==> src/rtl/tmds_pkg.sv <==
// Shared TMDS receive constants: the four DVI control tokens, alignment FSM states
// and the bit-slip offset width.
package tmds_pkg;

  localparam int OFFSET_W = 4;
  localparam logic [OFFSET_W-1:0] OFFSET_LAST = 4'd9;

  localparam logic [9:0] CTL_TOKEN_00 = 10'b1101010100;
  localparam logic [9:0] CTL_TOKEN_01 = 10'b0010101011;
  localparam logic [9:0] CTL_TOKEN_10 = 10'b0101010100;
  localparam logic [9:0] CTL_TOKEN_11 = 10'b1010101011;

  typedef enum logic [1:0] {
    SEARCH = 2'd0,
    SETTLE = 2'd1,
    LOCKED = 2'd2
  } align_state_e;

  function automatic logic is_ctl_token(input logic [9:0] sym);
    return (sym == CTL_TOKEN_00) || (sym == CTL_TOKEN_01) ||
           (sym == CTL_TOKEN_10) || (sym == CTL_TOKEN_11);
  endfunction

endpackage

==> src/rtl/tmds_word_decode.sv <==
// Combinational 10b symbol decode: 8-bit pixel byte plus 2-bit control code.
// The control code is only meaningful when the symbol is one of the control tokens.
module tmds_word_decode
  import tmds_pkg::*;
(
  input  logic [9:0] sym,
  output logic [7:0] data,
  output logic [1:0] ctl
);

  logic [7:0] w;

  always_comb begin
    w       = sym[9] ? ~sym[7:0] : sym[7:0];
    data    = 8'h00;
    data[0] = w[0];
    // sym[8] selects the XOR or XNOR transition chain used by the encoder
    for (int i = 1; i < 8; i++) begin
      data[i] = sym[8] ? (w[i] ^ w[i-1]) : ~(w[i] ^ w[i-1]);
    end
    ctl = 2'b00;
    case (sym)
      CTL_TOKEN_01: ctl = 2'b01;
      CTL_TOKEN_10: ctl = 2'b10;
      CTL_TOKEN_11: ctl = 2'b11;
      default:      ctl = 2'b00;
    endcase
  end

endmodule

==> src/rtl/tmds_decoder_align.sv <==
// Per-lane TMDS receiver: bit-slip word alignment on control tokens plus 10b decode.
// Optional macro TMDS_DECODER_LOSS_CNT_EN adds out_loss_cnt (saturating lock-loss count).
module tmds_decoder_align
  import tmds_pkg::*;
#(
  parameter int C_lock_tokens    = 8,
  parameter int C_search_timeout = 4096,
  parameter int C_loss_timeout   = 4096
) (
  input  logic                clk_pixel,
  input  logic                rst_n,
  input  logic [9:0]          in_word,
  output logic [7:0]          out_data,
  output logic [1:0]          out_c,
  output logic                out_de,
  output logic                out_locked,
  output logic [OFFSET_W-1:0] out_offset
`ifdef TMDS_DECODER_LOSS_CNT_EN
  ,
  output logic [15:0]         out_loss_cnt
`endif
);

  localparam int IDLE_MAX = (C_search_timeout > C_loss_timeout) ? C_search_timeout : C_loss_timeout;
  localparam int TOK_W    = $clog2(C_lock_tokens + 1);
  localparam int IDLE_W   = $clog2(IDLE_MAX + 1);
  localparam logic [TOK_W-1:0]  TOK_LAST    = TOK_W'(C_lock_tokens - 1);
  localparam logic [IDLE_W-1:0] SEARCH_LAST = IDLE_W'(C_search_timeout - 1);
  localparam logic [IDLE_W-1:0] LOSS_LAST   = IDLE_W'(C_loss_timeout - 1);

  logic [9:0]          prev_word_q, prev_word_d;
  logic [9:0]          aligned_q, aligned_d;
  logic                is_ctl_q, is_ctl_d;
  logic [7:0]          out_data_q, out_data_d;
  logic [1:0]          out_c_q, out_c_d;
  logic                out_de_q, out_de_d;
  align_state_e        state_q, state_d;
  logic [OFFSET_W-1:0] offset_q, offset_d;
  logic [TOK_W-1:0]    tok_cnt_q, tok_cnt_d;
  logic [IDLE_W-1:0]   idle_cnt_q, idle_cnt_d;
  logic                settle_q, settle_d;
  logic                slip;
  logic [7:0]          dec_data;
  logic [1:0]          dec_ctl;

  // Stage 1: select the 10-bit window at the current offset, flag control tokens
  assign prev_word_d = in_word;
  assign aligned_d   = 10'({in_word, prev_word_q} >> offset_q);
  assign is_ctl_d    = is_ctl_token(aligned_d);

  tmds_word_decode u_decode (
    .sym  (aligned_q),
    .data (dec_data),
    .ctl  (dec_ctl)
  );

  // Stage 2: registered outputs; the field not being updated holds its last value
  always_comb begin
    out_data_d = out_data_q;
    out_c_d    = out_c_q;
    out_de_d   = out_de_q;
    if (is_ctl_q) begin
      out_de_d = 1'b0;
      out_c_d  = dec_ctl;
    end else begin
      out_de_d   = 1'b1;
      out_data_d = dec_data;
    end
  end

  always_comb begin
    state_d    = state_q;
    offset_d   = offset_q;
    tok_cnt_d  = tok_cnt_q;
    idle_cnt_d = idle_cnt_q;
    settle_d   = settle_q;
    slip       = 1'b0;
    case (state_q)
      SEARCH: begin
        if (is_ctl_q) begin
          idle_cnt_d = '0;
          if (tok_cnt_q == TOK_LAST) begin
            state_d   = LOCKED;
            tok_cnt_d = '0;
          end else begin
            tok_cnt_d = tok_cnt_q + 1'b1;
          end
        end else begin
          tok_cnt_d = '0;
          if (idle_cnt_q == SEARCH_LAST) slip = 1'b1;
          else                           idle_cnt_d = idle_cnt_q + 1'b1;
        end
      end
      // Two cycles for the old-offset words to drain out of stage 1
      SETTLE: begin
        if (settle_q) begin
          state_d  = SEARCH;
          settle_d = 1'b0;
        end else begin
          settle_d = 1'b1;
        end
      end
      LOCKED: begin
        if (is_ctl_q)                       idle_cnt_d = '0;
        else if (idle_cnt_q == LOSS_LAST)   slip = 1'b1;
        else                                idle_cnt_d = idle_cnt_q + 1'b1;
      end
      default: state_d = SEARCH;
    endcase
    if (slip) begin
      state_d    = SETTLE;
      settle_d   = 1'b0;
      tok_cnt_d  = '0;
      idle_cnt_d = '0;
      offset_d   = (offset_q == OFFSET_LAST) ? '0 : offset_q + 1'b1;
    end
  end

  always_ff @(posedge clk_pixel or negedge rst_n) begin
    if (!rst_n) begin
      prev_word_q <= '0;
      aligned_q   <= '0;
      is_ctl_q    <= 1'b0;
      out_data_q  <= '0;
      out_c_q     <= '0;
      out_de_q    <= 1'b0;
      state_q     <= SEARCH;
      offset_q    <= '0;
      tok_cnt_q   <= '0;
      idle_cnt_q  <= '0;
      settle_q    <= 1'b0;
    end else begin
      prev_word_q <= prev_word_d;
      aligned_q   <= aligned_d;
      is_ctl_q    <= is_ctl_d;
      out_data_q  <= out_data_d;
      out_c_q     <= out_c_d;
      out_de_q    <= out_de_d;
      state_q     <= state_d;
      offset_q    <= offset_d;
      tok_cnt_q   <= tok_cnt_d;
      idle_cnt_q  <= idle_cnt_d;
      settle_q    <= settle_d;
    end
  end

  assign out_data   = out_data_q;
  assign out_c      = out_c_q;
  assign out_de     = out_de_q;
  assign out_locked = (state_q == LOCKED);
  assign out_offset = offset_q;

`ifdef TMDS_DECODER_LOSS_CNT_EN
  logic [15:0] loss_cnt_q, loss_cnt_d;

  always_comb begin
    loss_cnt_d = loss_cnt_q;
    if ((state_q == LOCKED) && (state_d != LOCKED) && (loss_cnt_q != 16'hFFFF)) begin
      loss_cnt_d = loss_cnt_q + 16'd1;
    end
  end

  always_ff @(posedge clk_pixel or negedge rst_n) begin
    if (!rst_n) loss_cnt_q <= '0;
    else        loss_cnt_q <= loss_cnt_d;
  end

  assign out_loss_cnt = loss_cnt_q;
`endif

endmodule

==> config.mk <==
export PLATFORM = sky130hd
export DESIGN_NAME = tmds_decoder_align
export DESIGN_NICKNAME = d
export VERILOG_FILES = /design/src/rtl/tmds_pkg.sv /design/src/rtl/tmds_word_decode.sv /design/src/rtl/tmds_decoder_align.sv
export SDC_FILE = /design/constraint.sdc
export NUM_CORES = 1
export LEC_CHECK = 0
export ABC_AREA = 1
export CORE_MARGIN = 2
export CORE_UTILIZATION = 45
export DETAILED_ROUTE_END_ITERATION = 12
export GPL_TIMING_DRIVEN = 0
export SLEW_MARGIN = 15
export SYNTH_ARGS = -nofsm -noshare
export SYNTH_HDL_FRONTEND = slang
export SYNTH_SLANG_ARGS = --single-unit
==> constraint.sdc <==
create_clock -name clk_pixel -period 1.97 [get_ports clk_pixel]
set_input_delay 0.591 -clock clk_pixel [delete_from_list [all_inputs] [get_ports clk_pixel]]
set_output_delay 0.591 -clock clk_pixel [all_outputs]
set_load 0.1 [all_outputs]
### Word level (Yosys, flattened, before mapping)

Index checks and enable logic that the tools add are counted.

* logic and storage cells: 87
* register bits: 56
* output and inout bits: 16

* mux-type cells: 30
* bitwise operators: 15
* equal/unequal tests: 17
* shift operators: 1
* reductions and logical operators: 10
* add/subtract/negate cells: 3

Operators by type and width (number)
* 13-bit 2-to-1 mux: 4
* 10-bit equality test (second input constant): 3
* 10-bit by 8-bit equality test with 1-bit output (second input constant): 2
* 10-bit by 9-bit equality test with 1-bit output (second input constant): 2
* 4-bit 2-to-1 mux: 5
* 20-bit by 4-bit right shift with 10-bit output: 1
* 1-bit 2-to-1 mux: 14
* 13-bit by 1-bit adder with 13-bit output (second input constant): 1
* 13-bit by 12-bit equality test with 1-bit output (second input constant): 1
* 3-bit inequality test (second input constant): 4
* 2-bit case mux with 3 select lines: 2
* 4-bit by 1-bit adder with 4-bit output (second input constant): 2
* 2-bit 2-to-1 mux: 4
* 8-bit 2-to-1 mux: 1
* 8-bit inverter: 1
* 1-bit inverter: 7
* 1-bit bitwise XOR: 7
* 2-bit nonzero test: 3
* 4-bit by 3-bit equality test with 1-bit output (second input constant): 1
* 4-bit equality test (second input constant): 1
* 4-bit AND reduction: 1
* 1-bit logical OR: 3
* 2-bit by 1-bit equality test with 1-bit output (second input constant): 1
* 2-bit equality test (second input constant): 1
* other kinds (4): 4

### Logic depth before layout (Yosys ltp)

* depth after elaboration: 6
* mapped depth: 13

### Cells and area by module

Synthesis repeated with hierarchy kept, for this count alone.

* cell total of the unflattened synthesis: 434
* area total of the unflattened synthesis: 3198.1 um^2

By module, submodules not included
* tmds_decoder_align: sequential area each 1401.3 um^2, instances 1, cells an instance 391, area each 2980.4 um^2
* tmds_word_decode: sequential area each 0.0 um^2, instances 1, cells an instance 43, area each 217.7 um^2

### Worst setup path after synthesis

No wires, ideal clock.

* kind: reg-to-output
* from: register state_q[0]
* to: output port out_locked
* required time: 1.379 ns
* buffers on the path: 1
* arrival: 1.792 ns
* cell stages (with the launch flop): 3
* slack: -0.413 ns
* cell sequence: dfrtp_1 buf_2 nor2_1

* word-level cells in the longest chain between the ends: 1

RTL lines
* start: declaration: line tmds_decoder_align.sv:37 `align_state_e state_q, state_d;`
* start signal: assignment: line tmds_decoder_align.sv:139 `state_q <= state_d;`
* 2-bit equality test: line tmds_decoder_align.sv:150 `assign out_locked = (state_q == LOCKED);`
* end: declaration: line tmds_decoder_align.sv:16 `output logic out_locked,`

Every way passes these cells.

### Worst setup path in the final report

* from: register offset_q[3] (netlist: out_offset[3])
* to: output port out_offset[3]

RTL lines
* start: declaration: line tmds_decoder_align.sv:38 `logic [OFFSET_W-1:0] offset_q, offset_d;`
* start signal: assignment: line tmds_decoder_align.sv:140 `offset_q <= offset_d;`
* end: declaration: line tmds_decoder_align.sv:17 `output logic [OFFSET_W-1:0] out_offset`

No word-level cell between the ends.

==> impl_results.md <==
- Worst IR Drop VDD: about 0.00034 V
- Die Span Y: 92.2 um
- Sequential Area: 1410 um2
- Lkg Pwr: 1.82 nW
- PwrDens: 684 nW/um2
- Netlist cell types: 37
- Place WS: -422 ps
- Max Root-Sink Buffers: 2
- Crit. End Element: output port
- Nets: between 400 and 500
- Clk sink count: 56
- Status: finished, final reports clean
- Largest stage delay, worst path: 570 ps
- Register area share after synthesis: 40.0%
- First-pass GRT wire length: 13.2 mm
- Area Overhead vs Synth: 15.1%
- N_diodes: 0
- Clock Latency Late Sink: 320 ps
- Post-Route WL: 7.42 mm
- Via/cell ratio: 5.01
- FILL cells: 749
- Synthesized instance count: 411
- Placer Congestion: 0.867
- Post-synth net total: roughly 430
- 1st-iter DRT viols: 132
- Critical path arrival: 1330 ps
- Tot Pwr: 2.76 mW
- Fin. Hold Viols: 0
- Gr usage total: just under 20%
- Post-CTS setup buffers: 0
- RSZ-0062 raised after global routing: false
- Share of layout cells above drive strength 1: 26.7%
- Clock Tree Root: clkbuf_8
- Routed WL per cell: 13.5 um
- Slew HR: 54.6%
- CTS tree: built
- FMAX: 0.520 GHz
- Largest net degree at the start of global routing: 57
- Multi-input gate area: 1820 um2
- PortBufs: 27
- Cell Area, Synth: 3500 um2
- Placed Cells incl. Taps: 540
- Crit-path max FO: 6
- CP startpoint kind: flip-flop
- Core ar.: 7650 um2
- Total die area: 8510 um2
- Slew @ Worst Pin: between 600 and 700 ps
- Die width: 92.2 um
- #FFs+latches synth: 56
- Initial Utilization: between 40% and 50%
- H-tree Lvls: 2
- Final period utilization: 97.6%
- Antenna violations before repair: 0
- Via count: roughly 2,700
- Top Family by Delay on Critical Path: buffers and inverters
- Crit path buffers/inverters: 1
- Synthesized area per cell: 8.52 um2
- Gr ovfl total: 0
- Row count: 32
- Worst path slowest cell: clkdlybuf4s18_2
- Number of global-route vias before repair: 2,776
- Remaining DRCs: 0
- Final hold slack: 306 ps
- Setup violators final: 0
- I/O pin count: 28
- Skew final: 8.60 ps
- Worst-path clk slew: 100 ps
- Crit path cell chain: clkdlybuf4s18_2
- Final Critical Period: 1920 ps
- Pre-antenna DRT Iters: 4
- Critical path type: reg -> out
- Req. time, crit path: 1380 ps
- Hold WC Path Type: in -> async
- Final Max Slew Viols: 0
- CTS Buf Count: 5
- Setup ws final: 47.2 ps
- Maxcap violations: 0
- Post-DRT Antenna Nets: 0
- Post-DP HPWL: 5.76 mm
- Non-filler cells in the finished layout: 548
- Yosys Warn Count: 0
[layer usage]
layer	vias up	global-route usage, %	routed length [um]
li1	1413	-	-
met1	1259	25.8	3380
met3	11	2.63	250
met2	61	33.1	3650
met4	0	5.72	141
met5	-	0	0
[metrics by stage]
step / setup TNS, ps / instance area [um2] / utilization [%]
CTS: 0 / 4030 / 52.7
global route: 0 / 4030 / 52.7
detailed placement: -2290 / 3910 / 51.1
finish: 0 / 4030 / 52.7
global placement: -81530 / 3910 / 51.1
floorplan: 0 / 3510 / -
[state kept, by name, indices dropped and copies added (netlist names)]
name,flops
out_de,1
aligned_q,10
idle_cnt_q,13
out_offset,4
state_q,2
settle_q,1
is_ctl_q,1
prev_word_q,10
out_data,8
tok_cnt_q,4
out_c,2
[cells in the mapped netlist (all sizes together)]
library cell / instances / area [um2]
nand2: 115 / 554
nand3: 85 / 578
dfrtp: 56 / 1400
inv: 36 / 135
nor2: 25 / 104
o21ai: 19 / 103
xor2: 16 / 140
buf: 12 / 105
nand4: 9 / 56.3
ha: 8 / 100
xnor2: 7 / 61.3
a21oi: 5 / 32.5
clkbuf: 5 / 38.8
nor3: 3 / 20.0
a31oi: 2 / 12.5
a21boi: 1 / 7.51
a32o: 1 / 10.0
clkinv: 1 / 5.00
nand3b: 1 / 7.51
nor4: 1 / 6.26
nor4b: 1 / 8.76
o221ai: 1 / 8.76
o31ai: 1 / 7.51
[power by group]
| group | switching [mW] | total [mW] | internal (mW) |
|---|---|---|---|
| logic | 0.406 | 0.610 | 0.204 |
| registers | 0.0991 | 1.37 | 1.27 |
| clock network | 0.397 | 0.784 | 0.386 |
[cells by family after synthesis]
| group | after synthesis | share of synthesized area (%) |
|---|---|---|
| flip-flops | 56 | 40.0 |
| XOR/XNOR | 23 | 5.75 |
| AO/OA/AOI/OAI | 30 | 5.18 |
| buffers and inverters | 54 | 8.11 |
| AND/OR/NAND/NOR | 240 | 38.1 |
| adder cells (fa/ha/maj) | 8 | 2.86 |
[cells in the final DEF (no fill, tap or decap), drive strengths merged]
cell	instances
a21boi	1
a21oi	5
a31oi	2
a32o	1
buf	15
bufinv	1
clkbuf	10
clkdlybuf4s15	13
clkdlybuf4s18	1
clkdlybuf4s50	10
clkinv	2
dfrtp	56
ha	8
inv	37
nand2	115
nand3	85
nand3b	1
nand4	9
nor2	25
nor3	3
nor4	1
nor4b	1
o21ai	19
o221ai	1
o31ai	1
xnor2	7
xor2	16
[final timing paths]
kind,cells after the start,slack [ps],endpoint,from
worst max-delay path,1,50,out_offset[3],out_offset[3]
min in group clk_pixel,2,490,out_data[7],out_data[7]
worst min-delay path,1,310,idle_cnt_q[3],rst_n
worst min register to register,2,490,out_data[7],out_data[7]
worst max register to register,8,130,idle_cnt_q[9],idle_cnt_q[0]
max in group asynchronous,1,1180,out_offset[3],rst_n
[repair_timing]
item	CTS	global route
hold buffers	0	0
gates resized for setup	54	2
hold endpoints to repair	0	0
endpoints found under the setup margin	16	3
[cell type report]
class,count,area share (%)
plain buffers,17,3.57
clock buffers,5,1.71
clock inverters,3,1.15
inverters,37,3.47
multi-input cells,301,45.2
flip-flops and latches,56,34.8
well taps,102,3.16
repair buffers,27,6.92
Note: power is estimated with default switching activity, not from simulation.
